$ cat src/rtl/read_data_queue.sv
// Read-response queue between a slow-ticked consumer and a memory port, with flush and overflow detection.
// Optional same-cycle bypass of an empty queue is enabled by defining READ_DATA_BYPASS_EN.
module read_data_queue #(
  parameter int ADDR_WIDTH = 20,
  parameter int DATA_WIDTH = 16,
  parameter int DEPTH      = 4
) (
  input  logic                         clock,
  input  logic                         reset,
  input  logic                         io_tick,
  input  logic                         io_in_rd,
  input  logic [ADDR_WIDTH-1:0]        io_in_addr,
  output logic [DATA_WIDTH-1:0]        io_in_dout,
  output logic                         io_in_valid,
  output logic                         io_out_rd,
  output logic [ADDR_WIDTH-1:0]        io_out_addr,
  input  logic [DATA_WIDTH-1:0]        io_out_dout,
  input  logic                         io_out_wait_n,
  input  logic                         io_out_valid,
  input  logic                         io_flush,
  output logic [$clog2(DEPTH+1)-1:0]   io_count,
  output logic                         io_overflow
);

  localparam int CW = $clog2(DEPTH + 1);
  localparam int PW = $clog2(DEPTH);
  localparam logic [CW:0]   DEPTH_S = (CW + 1)'(DEPTH);
  localparam logic [CW-1:0] DEPTH_C = CW'(DEPTH);

  logic [DATA_WIDTH-1:0] mem [DEPTH];
  logic [PW-1:0]         wr_ptr, rd_ptr;
  logic [CW-1:0]         count, outstanding, drop_cnt;
  logic                  issued, overflow;

  logic [CW:0] inflight;
  logic        accept, empty, full, resp, bypass, pop, push, ovf_set, dec;

  always_comb begin
    inflight  = {1'b0, outstanding} + {1'b0, count};
    io_out_rd = reset & io_in_rd & ~issued & ~io_flush & (inflight < DEPTH_S);
    accept    = io_out_rd & io_out_wait_n;
    empty     = (count == '0);
    full      = (count == DEPTH_C);
    // A response counts only when it is not being thrown away by a flush or the drop counter.
    resp      = io_out_valid & ~io_flush & (drop_cnt == '0);
`ifdef READ_DATA_BYPASS_EN
    bypass    = reset & resp & empty;
`else
    bypass    = 1'b0;
`endif
    pop       = io_tick & ~empty & ~io_flush;
    push      = resp & ~(bypass & io_tick) & (~full | pop);
    ovf_set   = resp & full & ~pop;
    dec       = resp & (outstanding != '0);
  end

  assign io_out_addr = io_in_addr;
  assign io_count    = count;
  assign io_overflow = overflow;
  assign io_in_valid = ~empty | bypass;
  assign io_in_dout  = !empty ? mem[rd_ptr] : (bypass ? io_out_dout : '0);

  always_ff @(posedge clock or negedge reset) begin
    if (!reset) begin
      wr_ptr      <= '0;
      rd_ptr      <= '0;
      count       <= '0;
      outstanding <= '0;
      drop_cnt    <= '0;
      issued      <= 1'b0;
      overflow    <= 1'b0;
    end else if (io_flush) begin
      wr_ptr      <= '0;
      rd_ptr      <= '0;
      count       <= '0;
      outstanding <= '0;
      issued      <= 1'b0;
      // Every read still in flight must be swallowed; a response arriving now is already gone.
      drop_cnt    <= (io_out_valid && outstanding != '0) ? outstanding - 1'b1 : outstanding;
    end else begin
      wr_ptr      <= wr_ptr + PW'(push);
      rd_ptr      <= rd_ptr + PW'(pop);
      count       <= count + CW'(push) - CW'(pop);
      outstanding <= outstanding + CW'(accept) - CW'(dec);
      drop_cnt    <= drop_cnt - CW'(io_out_valid & (drop_cnt != '0));
      issued      <= accept | (issued & ~io_tick);
      overflow    <= overflow | ovf_set;
    end
  end

  always_ff @(posedge clock) begin
    if (push) mem[wr_ptr] <= io_out_dout;
  end

endmodule

$ cat config.mk
export PLATFORM = sky130hd
export DESIGN_NAME = read_data_queue
export DESIGN_NICKNAME = d
export VERILOG_FILES = /design/src/rtl/read_data_queue.sv
export SDC_FILE = /design/constraint.sdc
export NUM_CORES = 1
export LEC_CHECK = 0
export CORE_UTILIZATION = 40
export DETAILED_ROUTE_END_ITERATION = 16
export GPL_ROUTABILITY_DRIVEN = 0
export MAX_ROUTING_LAYER = met4
export PLACE_DENSITY_LB_ADDON = 0.08
export SYNTH_ARGS = -nofsm -noshare
export SYNTH_HDL_FRONTEND = slang
export SYNTH_SLANG_ARGS = --single-unit
$ cat constraint.sdc
create_clock -name clock -period 6.1 [get_ports clock]
set_input_delay 1.22 -clock clock [delete_from_list [all_inputs] [get_ports clock]]
set_output_delay 1.22 -clock clock [all_outputs]
set_load 0.005 [all_outputs]
# == Word-level counts from Yosys, hierarchy flattened ==
# Memories as Yosys holds them, arrays and structs flattened.
# Index checks and enable logic that the tools add are counted.
# classes
addsub,9
n_mul,0
div,0
magnitude_cmp,1
eq_ne,1
shift,0
mux,10
bitwise,24
n_reduce_logical,5
# op_table
op,count
$mux 16,1
$and 1x1->1,15
$mux 3,4
$sub 3x1->3,3
$add 3x1->3,2
$logic_not 3->1,2
$not 1->1,6
$reduce_bool 3->1,2
$add 2x1->2,2
$add 3x3->4,1
$lt 4x3->1 const B,1
$mux 2,2
$eq 3x3->1 const B,1
$mux 1,3
$or 1x1->1,3
$sub 3x1->3 const B,1
$logic_and 1x1->1,1
# word_totals
register_bits,15
latch_bits,0
ramBits,64
romBits,0
out_inout_bits,42
mem_count,1
# mem_list
memory,depth,width,rd,rd_ports_with_merged_regs,write_ports,line,text
mem,4,16,1,0,1,30,logic [DATA_WIDTH-1:0] mem [DEPTH];

# == Longest topological paths before layout ==
# logic_depth
ltp_word,9
ltp_mapped,11

# == Worst setup path before layout ==
# OpenSTA, ideal clock, no wires.
# synth_timing
kind,input-to-reg
startpoint,input port io_flush
endpoint,"memory mem[1][0], enable pin"
arrival_time_ns,2.844
required_time_ns,5.687
path_slack_ns,2.843
cell_stages,3
path_cell_list,inv_1 > o2111ai_1 > nor3b_1
# synth_between
elab_chain_len,6
word_cells_on_any_way,8
classes_between,mux: 2; bitwise: 6
# synth_rtl
item,line,text
start: declaration,20,"input logic io_flush,"
$not 1->1 (*),"45, 51",
$and 1x1->1 (on tied branches),"45, 51",
$and 1x1->1 / $or 1x1->1 (equally long branches),"45, 52",
$and 1x1->1 (*),52,push = resp & ~(bypass & io_tick) & (~full | pop);
$mux 1 (*),92,if (push) mem[wr_ptr] <= io_out_dout;
$mux 1 (not written as such) (*),92,
end: declaration,30,
# Mark *: on every way between the ends. The rest lies on a longest branch, timed or not.

# == Worst setup path after layout ==
# layout_timing
startpoint,input port reset
endpoint,output port io_out_rd
# layout_between
elab_chain_len,4
# layout_rtl
item,line,text
start: declaration,9,"input logic reset,"
$and 1x1->1 (4 in series),40,io_out_rd = reset & io_in_rd & ~issued & ~io_flush & (inflight < DEPTH_S);
end: declaration,15,"output logic io_out_rd,"
# Every way passes these cells.

==> metrics <==
outcome=finished clean; post-synth top area share=54.6%; Pwr per Cell Area=365 mW/mm²; Final Setup Violations=0; crit path max fanout=16; leak pwr=about 1.5 nW; max-cap check violation count=0; final count of hold timing violations=0; CP required=~4.9 ns; most common cell in the synthesized netlist=edfxtp_1; DRT Pass-1 Iters=4; R2R setup slack=around 3.3 ns; Max clock buf depth=2; Synth Flop Type=edfxtp_1; Boundary Pins=85; Tot Pwr=1.52 mW; Initial Util=between 40% and 50%; syn_area_per_cell=16.7 µm²; Reg clk slew, reported paths=approximately 0.070 ns; DR vias/cell=5.03; Hold Slack=about 0.49 ns; Max Freq=231 MHz; antenna cell count=0; cts bufs inserted=9; largest cells by area after synthesis=edfxtp_1 (55%), dfrtp_1 (11%), mux4_2 (10%); Clock Skew=0.00758 ns; Synth top cells by count=edfxtp_1 (64), buf_4 (20), mux4_2 (16); VDD IR max=about 0.00015 V; Mapped Nets=268; Worst slew margin=around a third; synthesized area=0.00352 mm²; final worst path period share=70.9%; Post-synth EDFFs=64; area leader, netlist=edfxtp_1; Worst Setup Start Kind=primary input; synthesis warning total=0; ratio of cells with drive above 1 in the final layout=17.3%; Worst-Skew Late Latency=0.34 ns; Die W=95.8 µm; postcts setup bufs=0; first-pass GRT wire length=9150 µm; WS Path Type=in -> out; initial antenna violation count=0; Iteration-0 DRC Markers=58; final setup TNS=0 ns; CTS resizes=0; Layout Cell Area excl Fill=about 0.0042 mm²; Layout area overhead=18.5%; antenna viol nets, final=0; GRT overflow=0; DRC=0; cts-stage hold buffer count=0; # rows=33; H-tree levels=3; Die Span Y=95.8 µm; port bufs=44; Die ar.=0.00917 mm²; #FFs+latches synth=79; RSZ-0062 raised after global routing=no; CTS root buffer=clkbuf_8; Seq/Total Area, Yosys=roughly 65%; hpwl dp=3990 µm; Nets=302; max-slew violation count=0; CORE AREA=~0.0084 mm²; Post-DP Area=0.00397 mm²; Total GRT Usage=14.7%; asr flop ratio synth=19.0%; worst min path class=reg -> reg; measured slew at the worst slew-check pin=1.00 ns; CP endpoint kind=output pin; DRT Wirelength=6050 µm; Final min period=around 4.3 ns; total clock sinks=79; worst path arrival time=3.11 ns; total number of vias=1774; DR WL/cell=17.1 µm; largest net degree at the start of global routing=18; CTS tree=built; vias in the first global route=1832; synth unique cells=30; post-synthesis cell count=211
-- flip-flops by register name, indices dropped and copies added (netlist names) --
signal / flops
mem: 64
issued: 1
outstanding: 3
io_count: 3
rd_ptr: 2
io_overflow: 1
drop_cnt: 3
wr_ptr: 2
-- metrics by stage --
step,setup slack (ns),cells,util (%)
2_1_floorplan,2.84,211,-
3_3_place_gp,1.74,339,47.3
3_5_place_dp,1.70,339,47.3
4_1_cts,1.70,353,49.7
5_1_grt,1.59,353,49.7
6_report,1.77,353,49.7
-- cells in the final DEF (no fill, tap or decap), drive strengths merged --
cell and n:
or4 1, o21bai 1, nand3 1, nor3b 2, ha 12, xnor2 5
mux2i 2, mux2 2, nand2 4, or3b 1, bufinv 2, a32o 1
mux4 16, clkbuf 10, dfrtp 15, buf 5, nor2b 12, clkinv 1
xor2 3, clkdlybuf4s50 44, nor2 9, fa 2, nor3 3, clkinvlp 1
edfxtp 64, o21ai 1, nor4 1, and2b 10, inv 13, o2111ai 1
and3 1, nand2b 2
-- worst max-delay path: stages --
cell,delay [ns]
clkdlybuf4s50_1,0.93
nand2_1,0.19
nor4_4,0.20
clkdlybuf4s50_1,0.55
-- cells by family after synthesis --
logic type,after synthesis,synth area share (%)
muxes,20,11.5
AOI/OAI and AO/OA,4,0.889
adders and majority gates,14,5.41
DFF,79,65.3
xor gates and xnor gates,8,1.99
and+or+nand+nor,47,8.36
buffers and inverters,39,6.58
-- power breakdown --
group / switching (mW) / internal [mW] / leakage (nW)
Clock: 0.174 / 0.225 / 0.0982
Combinational: 0.177 / 0.279 / 0.633
Sequential: 0.0366 / 0.629 / 0.780
-- area by class of cell --
type | instances | area, µm²
Multi-Input combinational cell | 93 | 1010
Timing Repair Buffer | 49 | 478
Clock buffer | 10 | 128
Clock inverter | 4 | 72.6
Tap cell | 105 | 131
Sequential cell | 79 | 2300
Fill cell | 745 | 4220
Inverter | 13 | 48.8
-- per-layer routing --
metal	vias to the layer above	global-route usage [%]	wire length, µm
li1	815	-	-
met1	885	17.2	2600
met2	47	23.3	2960
met3	27	4.11	305
met4	0	7.59	178
met5	-	-	0
-- worst paths after layout --
path,startpoint,end,cells past startpoint
hold reg to reg,io_overflow,io_overflow,1
setup reg to reg,io_count[2],outstanding[2],11
hold / removal,io_overflow,io_overflow,1
max in group asynchronous,reset,rd_ptr[0],1
min in group asynchronous,reset,outstanding[2],1
setup / recovery,reset,io_out_rd,4
Power figures use the tool's default switching activity.
